==> config.mk <==
export PLATFORM = sky130hd
export DESIGN_NAME = instruction_fetch
export DESIGN_NICKNAME = d
export VERILOG_FILES = /design/src/rtl/fetch_pkg.sv /design/src/rtl/pc_next_sel.sv /design/src/rtl/instruction_fetch.sv
export SDC_FILE = /design/constraint.sdc
export NUM_CORES = 1
export LEC_CHECK = 0
export BUFFER_PORTS_ARGS = -buffer_cell sky130_fd_sc_hd__buf_2
export CORE_AREA = 2 2 62 64
export DETAILED_ROUTE_END_ITERATION = 10
export DIE_AREA = 0 0 64 66
export HOLD_SLACK_MARGIN = 0.05
export MAX_ROUTING_LAYER = met4
export PLACE_DENSITY = 0.73
export SLEW_MARGIN = 20
export SYNTH_ARGS = -nofsm -noshare
export SYNTH_HDL_FRONTEND = slang
export SYNTH_SLANG_ARGS = --single-unit
==> constraint.sdc <==
create_clock -name clk -period 3 [get_ports clk]
set_input_delay 0.3 -clock clk [delete_from_list [all_inputs] [get_ports clk]]
set_output_delay 0.3 -clock clk [all_outputs]
set_load 0.03 [all_outputs]
==> src/rtl/fetch_pkg.sv <==
// Shared definitions for the instruction fetch sequencer and the decoder.
package fetch_pkg;

  // Fetch sequencer states.
  typedef enum logic [1:0] {
    IDLE    = 2'd0,
    REQ     = 2'd1,
    WAIT    = 2'd2,
    PRESENT = 2'd3
  } fetch_state_e;

  // Jump mask extremes: all bits sequential, or all bits taken from the target.
  localparam logic [7:0] JUMP_NONE = 8'h00;
  localparam logic [7:0] JUMP_ALL  = 8'hFF;

  // Opcodes (instr[7:4]) shared with the decoder.
  localparam logic [3:0] OP_J   = 4'b1000;
  localparam logic [3:0] OP_JAL = 4'b1001;
  localparam logic [3:0] OP_BEQ = 4'b1100;
  localparam logic [3:0] OP_BNE = 4'b1101;

endpackage

==> src/rtl/pc_next_sel.sv <==
// Masked next-PC merge and link address. Purely combinational, so the decoder
// bench can reuse it as a reference.
module pc_next_sel #(
  parameter int ADDR_W = 8
) (
  input  logic [ADDR_W-1:0] pc,
  input  logic [7:0]        jump,
  input  logic [ADDR_W-1:0] jump_target,
  output logic [ADDR_W-1:0] next_pc,
  output logic [ADDR_W-1:0] link_pc
);

  logic [ADDR_W-1:0] mask;

  // Each set mask bit takes the target bit; each clear bit takes the sequential bit.
  assign mask    = ADDR_W'(jump);
  assign link_pc = pc + ADDR_W'(1);
  assign next_pc = (link_pc & ~mask) | (jump_target & mask);

endmodule

==> src/rtl/instruction_fetch.sv <==
// Instruction fetch sequencer: one outstanding memory read, handshake to the
// decoder, masked next-PC update on acceptance, sticky memory-timeout flag.
module instruction_fetch
  import fetch_pkg::*;
#(
  parameter int          ADDR_W   = 8,
  parameter int          INSTR_W  = 8,
  parameter logic [ADDR_W-1:0] RESET_PC = '0,
  parameter int          TIMEOUT  = 15
) (
  input  logic               clk,
  input  logic               rst_n,
  input  logic               run,
  output logic               imem_req,
  output logic [ADDR_W-1:0]  imem_addr,
  input  logic               imem_valid,
  input  logic [INSTR_W-1:0] imem_rdata,
  output logic [INSTR_W-1:0] instr,
  output logic               instr_valid,
  input  logic               instr_ready,
  input  logic [7:0]         jump,
  input  logic [ADDR_W-1:0]  jump_target,
  output logic [ADDR_W-1:0]  link_pc,
  output logic [ADDR_W-1:0]  pc,
  output logic               fetch_err
);

  localparam logic [7:0] TIMEOUT_CNT = 8'(TIMEOUT);

  fetch_state_e       state_q, state_d;
  logic [ADDR_W-1:0]  pc_q;
  logic [ADDR_W-1:0]  next_pc;
  logic [INSTR_W-1:0] instr_q;
  logic               imem_req_q;
  logic               fetch_err_q;
  logic [7:0]         wait_cnt;
  logic               accept;
  logic               timeout;

  pc_next_sel #(
    .ADDR_W (ADDR_W)
  ) u_pc_next_sel (
    .pc          (pc_q),
    .jump        (jump),
    .jump_target (jump_target),
    .next_pc     (next_pc),
    .link_pc     (link_pc)
  );

  // Next-state decode; flags acceptance and timeout for the datapath.
  always_comb begin
    // NOTE: every output of this block gets a default first, so no path leaves a latch.
    state_d = state_q;
    accept  = 1'b0;
    timeout = 1'b0;
    unique case (state_q)
      IDLE:    if (run) state_d = REQ;
      REQ:     state_d = WAIT;
      WAIT: begin
        // A response on the final counted cycle wins over the timeout.
        if (imem_valid) begin
          state_d = PRESENT;
        end else if (wait_cnt == TIMEOUT_CNT) begin
          state_d = IDLE;
          timeout = 1'b1;
        end
      end
      PRESENT: begin
        if (instr_ready) begin
          accept  = 1'b1;
          state_d = run ? REQ : IDLE;
        end
      end
      default: state_d = IDLE;
    endcase
  end

  // State, PC, instruction latch, request, error flag and wait counter.
  always_ff @(posedge clk or negedge rst_n) begin
    if (!rst_n) begin
      state_q     <= IDLE;
      pc_q        <= RESET_PC;
      instr_q     <= '0;
      imem_req_q  <= 1'b0;
      fetch_err_q <= 1'b0;
      wait_cnt    <= '0;
    end else begin
      // NOTE: non-blocking assignments so every register here samples pre-edge values.
      state_q    <= state_d;
      imem_req_q <= (state_d == REQ);
      if (state_q == WAIT && imem_valid) instr_q <= imem_rdata;
      if (accept) pc_q <= next_pc;
      if (timeout) fetch_err_q <= 1'b1;
      // Count is 1 in the first WAIT cycle, so it equals TIMEOUT on the last allowed one.
      if (state_q == REQ) begin
        wait_cnt <= 8'd1;
      end else if (state_q == WAIT) begin
        wait_cnt <= wait_cnt + 8'd1;
      end
    end
  end

  assign imem_req    = imem_req_q;
  assign imem_addr   = pc_q;
  assign pc          = pc_q;
  assign instr       = instr_q;
  assign instr_valid = (state_q == PRESENT);
  assign fetch_err   = fetch_err_q;

endmodule

==> results.md, run 1 <==
* Crit path required time at 2.70 ns
* Synthesis-to-layout area growth at 23.13%
* Nets at 249
* Largest net degree at the start of global routing at 29
* Initial Utilization at 43.73%
* # rows at 22
* First-pass GRT wire length at 5202 um
* DIE AREA at 4224 um^2
* Seq. cell area at 700.7 um^2
* Initial antenna violation count at 0
* Yosys cell types at 34
* DRT antenna net count at 0
* Post-layout min period at 2.056 ns
* GRT overflow at 0
* Final Setup Violations at 0
* Tot GR Track Use at 15.83%
* Pre-Repair DR Iteration Count at 4
* # IOs at 64
* Most common flop cell mapped by yosys: dfrtp_1
* Worst path bufs/invs at 1
* Syn Inst Count at 158
* Drt via density at 5.011
* VDD IR-drop max at 0.5744 mV
* Fin. max-slew vios at 0
* Setup TNS at 0 ns
* Status: finished clean
* Routed vias at 1,308
* Critical Path AT at 1.76 ns
* Share of post-route cells with drive strength above 1 at 37.09%
* Maximum clock path buffer count at 2
* Skew-Pair Late Insertion Delay at 0.33 ns
* Multi-input gate area at 735.7 um^2
* Layout Skew at 0.006133 ns
* Number of max-cap violations at 0
* Wire length per cell at 11.91 um
* # fillers at 327
* Synth async-reset ratio at 100.0%
* Initial DRC Count at 67
* Routed WL at 3109 um
* CP max stage cell: dfrtp_1
* Sw Share at 50.04%
* CORE AREA at 3551 um^2
* DPL Wire Length at 2374 um
* Startpoint class of the critical path: flip-flop
* Cell Area, Synth at 1553 um^2
* WS Path Type: reg2out
* Post-CTS Setup Repair Bufs at 0
* Fin. Hold Viols at 0
* NetSw at 1.045 mW
* Worst Min Path Start: jump_target[0]
* Final instance area at 1912 um^2
* Resize count post-CTS at 0
* Delay-heaviest family, CP: flip-flops
* DP Area at 1849 um^2
* Sequential element share of the synthesized area at 45.12%
* Commonest cells after routing, fill and taps aside: 63 x buf_2, 28 x dfrtp_1, 15 x nand2_1
* Gpl congestion at 0.7487
* Vias in the first global route at 1,199
* CP Cell Sequence: ha_1 -> and3_1 -> nand3_1 -> xnor2_1 -> buf_2
* Combinational power share at 56.1%
* Synth Net Count at 193
* RSZ-0062 raised after global routing: false
* Most common cell after layout, fill and taps aside: buf_2
* Die H at 66 um
* Synthesis warning total at 0
* Syn Area/Cell at 9.827 um^2
* Slowest stage delay, CP at 0.47 ns
* H-tree Lvls at 1
* Setup crit end kind: primary output
* PwrDens at 1093 nW/um^2
* Leakage power at 1.009 nW
* Worst Hold Class: in2reg
* Clock Tree Root: clkbuf_4
* Worst setup startpoint: imem_addr[0]
* Clock sink total at 28
* Tcrit/Tclk final at 68.54%
* Share of power burned in registers at 31.9%
* Ant diodes at 0
* Chip width at 64 um
* R2r startpoint: state_q[1]
* Slew @ Worst Pin at 0.5944 ns
* CTS tree: done
* Number of buffers created by CTS at 3
* Synth Register Bits at 28
* Int Power at 1.044 mW
* Post-synth EDFFs at 0
* Power share of the clock group at 11.9%
* Fmax at 0.4863 GHz
* Worst Path Max Fanout at 7
* DRC viols at 0
* IO buf count at 63
* Rel. slew slack at 60.38%
* Clk slew on worst S/H paths at 0.15 ns
## worst register-to-register path, stage by stage (launching register included)
cell	delay, ns
dfrtp_1	0.44
inv_1	0.10
ha_1	0.48
nand4_1	0.22
nor3_1	0.26
xnor2_1	0.14
a21oi_1	0.05
## state kept, by name, summed over array words and instances, names as in the netlist
register / flops
imem_addr: 8
instr: 8
wait_cnt: 8
state_q: 2
fetch_err: 1
imem_req: 1
## cell usage after synthesis, types with 2 or more instances
cell type	instances	area, um^2
dfrtp_1	28	700.7
nand2_1	15	56.30
o21ai_0	12	60.06
inv_1	10	37.54
nor2_1	9	33.78
buf_4	8	60.06
mux2_2	8	90.09
a21oi_1	7	35.03
nand3_1	7	35.03
ha_1	6	75.07
and3_1	5	31.28
clkbuf_1	5	18.77
xnor2_1	5	43.79
xor2_1	4	35.03
a22oi_1	3	22.52
mux2i_1	3	30.03
nor3_1	3	15.01
nand2b_1	2	12.51
nand4_1	2	12.51
nor2b_1	2	12.51
## stage by stage
stage          std cells  setup slack (ns)  power [mW]  hold WS (ns)  utilization, %
6_report             261            0.9438       2.089        0.1738           53.84
5_1_grt              261            0.7386       2.240        0.1562           53.84
4_1_cts              261            0.9292       2.112        0.1695           53.84
3_5_place_dp         256             1.217       1.859        0.3464           52.08
3_3_place_gp         256             1.294       1.837        0.3606           52.08
2_1_floorplan        158            0.9898       1.589      0.004409               -
## repair_timing
item                                    CTS  global route
hold buffers                              1             0
endpoints found under the hold margin    28             0
endpoints found under the setup margin    0             0
## cells by family (layout without fill, tap and decap cells)
logic type                 Yosys count  count (layout)  share of synthesized area [%]
buffers and inverters               23              78                          7.494
AOI/OAI and AO/OA                   32              32                          14.59
xor gates and xnor gates             9               9                          5.076
DFF                                 28              28                          45.12
and+or+nand+nor                     49              49                          15.15
muxes                               11              11                          7.736
adders and majority gates            6               6                          4.835
## layer usage
metal | vias up | routed length [um] | track usage, %
met3 | 4 | 198 | 2.044
met4 | 0 | 35 | 4.891
met2 | 45 | 1470 | 27.34
met5 | - | 0 | -
met1 | 607 | 1404 | 19.39
li1 | 652 | - | -
## cell type report
type / instances / share of cell area, %
inverter: 10 / 1.963
clock buffer: 3 / 1.178
tap: 48 / 3.141
multi-input combinational: 107 / 38.48
timing repair buffer: 64 / 17.02
clock inverter: 1 / 1.571
sequential: 28 / 36.65
## final timing paths
path                           endpoint  slack, ns  cells after the start
max in group asynchronous      instr[7]       2.13                      2
min in group asynchronous  imem_addr[7]       0.49                      2
max                          link_pc[6]       0.94                      5
min                        imem_addr[0]       0.17                      3
max reg2reg                 wait_cnt[7]       1.20                      6
min reg2reg                   fetch_err       0.50                      1
## power groups by stage
stage | clock [mW] | combinational [mW] | sequential, mW
6_report | 0.250 | 1.17 | 0.667
5_1_grt | 0.274 | 1.27 | 0.697
4_1_cts | 0.258 | 1.19 | 0.668
3_5_place_dp | 0 | 1.18 | 0.676
3_3_place_gp | 0 | 1.17 | 0.668
2_1_floorplan | 0 | 0.718 | 0.871
No activity file was read; power rests on OpenSTA's default activity.
==> inputs of run 2 (changes only) <==
--- a/config.mk
+++ b/config.mk
@@ -5,13 +5,14 @@
 export SDC_FILE = /design/constraint.sdc
 export NUM_CORES = 1
 export LEC_CHECK = 0
+export ABC_AREA = 1
 export BUFFER_PORTS_ARGS = -buffer_cell sky130_fd_sc_hd__buf_2
-export CORE_AREA = 2 2 62 64
+export CORE_AREA = 2 2 64 66
 export DETAILED_ROUTE_END_ITERATION = 10
-export DIE_AREA = 0 0 64 66
+export DIE_AREA = 0 0 66 68
 export HOLD_SLACK_MARGIN = 0.05
 export MAX_ROUTING_LAYER = met4
-export PLACE_DENSITY = 0.73
+export PLACE_DENSITY = 0.72
 export SLEW_MARGIN = 20
 export SYNTH_ARGS = -nofsm -noshare
 export SYNTH_HDL_FRONTEND = slang
==> constraint.sdc (replaced) <==
create_clock -name clk -period 1.8 [get_ports clk]
set_input_delay 0.18 -clock clk [delete_from_list [all_inputs] [get_ports clk]]
set_output_delay 0.18 -clock clk [all_outputs]
set_load 0.03 [all_outputs]
==> results.md, run 2 <==
* GRT overflow at 0 (unchanged)
* Setup TNS at 0 ns (unchanged)
* Worst hold slack at 0.1187 ns (-0.05513 ns)
* Die H at 68 um (+3.0%)
* First-pass GRT wire length at 4802 um (-7.7%)
* Worst Path Max Fanout at 7 (unchanged)
* Syn Area/Cell at 8.480 um^2 (-14%)
* Layout Skew at 0.005007 ns (-0.001125 ns)
* Number of max-cap violations at 0 (unchanged)
* Initial DRC Count at 27 (-60%)
* Synth async-reset ratio at 100.0% (unchanged)
* Largest net degree at the start of global routing at 29 (unchanged)
* Synthesis warning total at 0 (unchanged)
* # IOs at 64 (unchanged)
* Clk slew on worst S/H paths at 0.09 ns (-0.06 ns)
* Maximum clock path buffer count at 2 (unchanged)
* WS Path Type: reg2out
* Wl on met1 at 1438 um (+2.4%)
* Pwr Total at 3.875 mW (+86%)
* Clock Tree Root: clkbuf_8
* Met2 wire len at 1565 um (+6.5%)
* Most common cell after layout, fill and taps aside: buf_2
* DPL Wire Length at 2502 um (+5.4%)
* Ant diodes at 0 (unchanged)
* Post-layout min period at 1.679 ns
* Initial Utilization at 40.46% (-3.3 points)
* CTS tree: done
* Most common flop cell mapped by yosys: dfrtp_1
* Share of post-route cells with drive strength above 1 at 36.18% (-0.91 points)
* Slew @ Worst Pin at 0.6069 ns (+0.01251 ns)
* Fmax at 0.5957 GHz
* Synth Register Bits at 28 (unchanged)
* # fillers at 387 (+18%)
* Chip width at 66 um (+3.1%)
* Clock sink total at 28 (unchanged)
* Synth Net Count at 219 (+13%)
* Tot GR Track Use at 14.28% (-1.5 points)
* Syn Inst Count at 184 (+16%)
* Rel. slew slack at 59.54% (-0.83 points)
* Area fraction of the dominant cell type after synthesis at 44.91% (-0.22 points)
* RSZ-0062 raised after global routing: false
* Vias in the first global route at 1,157 (-3.5%)
* DRT antenna net count at 0 (unchanged)
* Synth top cells by count: 39 x nand2_1, 28 x dfrtp_1, 24 x inv_1, 14 x a21oi_1, 13 x nor2_1
* VDD IR-drop max at 0.7595 mV (+32%)
* DP Area at 1889 um^2 (+2.2%)
* Worst Hold Class: in2reg
* Nets at 282 (+13%)
* DIE AREA at 4488 um^2 (+6.3%)
* Highest routed layer: met4
* Wire length per cell at 10.80 um (-9.4%)
* Final Setup Violations at 0 (unchanged)
* Fin. Hold Viols at 0 (unchanged)
* Commonest cells after routing, fill and taps aside: 63 x buf_2, 39 x nand2_1, 27 x dfrtp_1
* Yosys cell types at 27 (-21%)
* Most common cell in the synthesized netlist: nand2_1
* Number of buffers created by CTS at 3 (unchanged)
* Status: finished clean
* PwrDens at 1943 nW/um^2 (+78%)
* Synthesis-to-layout area growth at 27.83%
* # rows at 23 (+4.5%)
* Ranking of synthesized cells by area: dfrtp_1 45%, nand2_1 9.4%, inv_1 5.8%, mux2_2 5.8%, ha_1 4.8%
* Pre-Repair DR Iteration Count at 4 (unchanged)
* Gpl congestion at 0.8727 (+17%)
* Routed vias at 1,379 (+5.4%)
* Yosys top cell by area: dfrtp_1
* Crit path required time at 1.62 ns (-1.08 ns)
* H-tree Lvls at 1 (unchanged)
* Drt via density at 4.659 (-7.0%)
* IO buf count at 63 (unchanged)
* Critical Path AT at 1.50 ns (-0.26 ns)
* Startpoint class of the critical path: flip-flop
* Metal3 WL at 150 um (-24%)
* DRC viols at 0 (unchanged)
* Tcrit/Tclk final at 93.27%
* Leakage power at 1.082 nW (+7.2%)
* CORE AREA at 3856 um^2 (+8.6%)
* Final instance area at 1994 um^2 (+4.3%)
* Cell Area, Synth at 1560 um^2 (+0.48%)
* Sequential element share of the synthesized area at 44.91% (-0.22 points)
* Post-synth EDFFs at 0 (unchanged)
* Finished Core Util at 51.72% (-2.1 points)
* Setup crit end kind: primary output
* Initial antenna violation count at 0 (unchanged)
* Fin. max-slew vios at 0 (unchanged)
* Skew-Pair Late Insertion Delay at 0.28 ns (-0.05 ns)
* Routed WL at 3196 um (+2.8%)
run 2: cell types whose count changed in the layout (fill, tap and decap cells not counted), sizes merged, moves of 5 or more:
cell   change
a21oi      +7
and3       -5
inv       +15
nand2     +25
nor2       +5
run 2: final timing paths:
| check | start | endpoint | slack (ns) | cells after the start |
|---|---|---|---|---|
| max in group asynchronous | rst_n | imem_addr[0] | 0.93 | 2 |
| worst max register to register | state_q[1] | imem_req | 0.19 | 8 |
| worst max-delay path | imem_addr[0] | link_pc[6] | 0.12 | 5 |
| min in group asynchronous | rst_n | instr[3] | 0.44 | 2 |
| worst min-delay path | jump[7] | imem_addr[7] | 0.12 | 3 |
| worst min register to register | fetch_err | fetch_err | 0.46 | 1 |
run 2: critical path, stage by stage, from the launching register on:
cell      delay (ns)
dfrtp_2         0.43
ha_1            0.22
nand3_2         0.14
nor3_2          0.12
nand2b_1        0.12
buf_2           0.19
run 2: power by group:
| group | switching [mW] | internal, mW |
|---|---|---|
| logic | 1.52 | 0.711 |
| clock network | 0.194 | 0.298 |
| registers | 0.256 | 0.892 |
| total | 1.97 | 1.90 |
run 2: cell type report:
cell class	instances	area, um^2	share of cell area (%)
clock buffer	3	41.29	2.070
inverter	25	93.84	4.705
sequential	28	701.9	35.19
clock inverter	1	30.03	1.506
multi-input combinational	122	716.9	35.95
tap	50	62.56	3.137
timing repair buffer	67	347.8	17.44
run 2: kinds of logic (layout without fill, tap and decap cells):
logic type	Yosys count	count (layout)	synth area share, %
buf+inv	34	96	10.10
mux	9	9	6.416
fa+ha+maj	6	6	4.811
flops	28	28	44.91
simple gates	73	73	20.93
xor+xnor	4	4	2.727
compound gates	30	30	10.10
run 2: stage by stage:
step | std cells | setup slack, ns
floorplan | 184 | 0.1161
global placement | 289 | 0.2785
detailed placement | 289 | 0.2216
CTS | 294 | 0.02106
global route | 296 | 0.002506
finish | 296 | 0.1212
run 2: what timing repair did:
item / CTS / global route
setup endpoints to repair: 1 / 2
buffers inserted: 0 / 2
hold buffers: 1 / 0
gates resized for setup: 1 / 3
endpoints found under the hold margin: 28 / 0
run 2: metal layers:
metal | vias to the layer above | track usage (%)
met1 | 629 | 17.52
met4 | 0 | 5.357
met3 | 5 | 1.974
met5 | - | -
met2 | 36 | 24.24
li1 | 709 | -
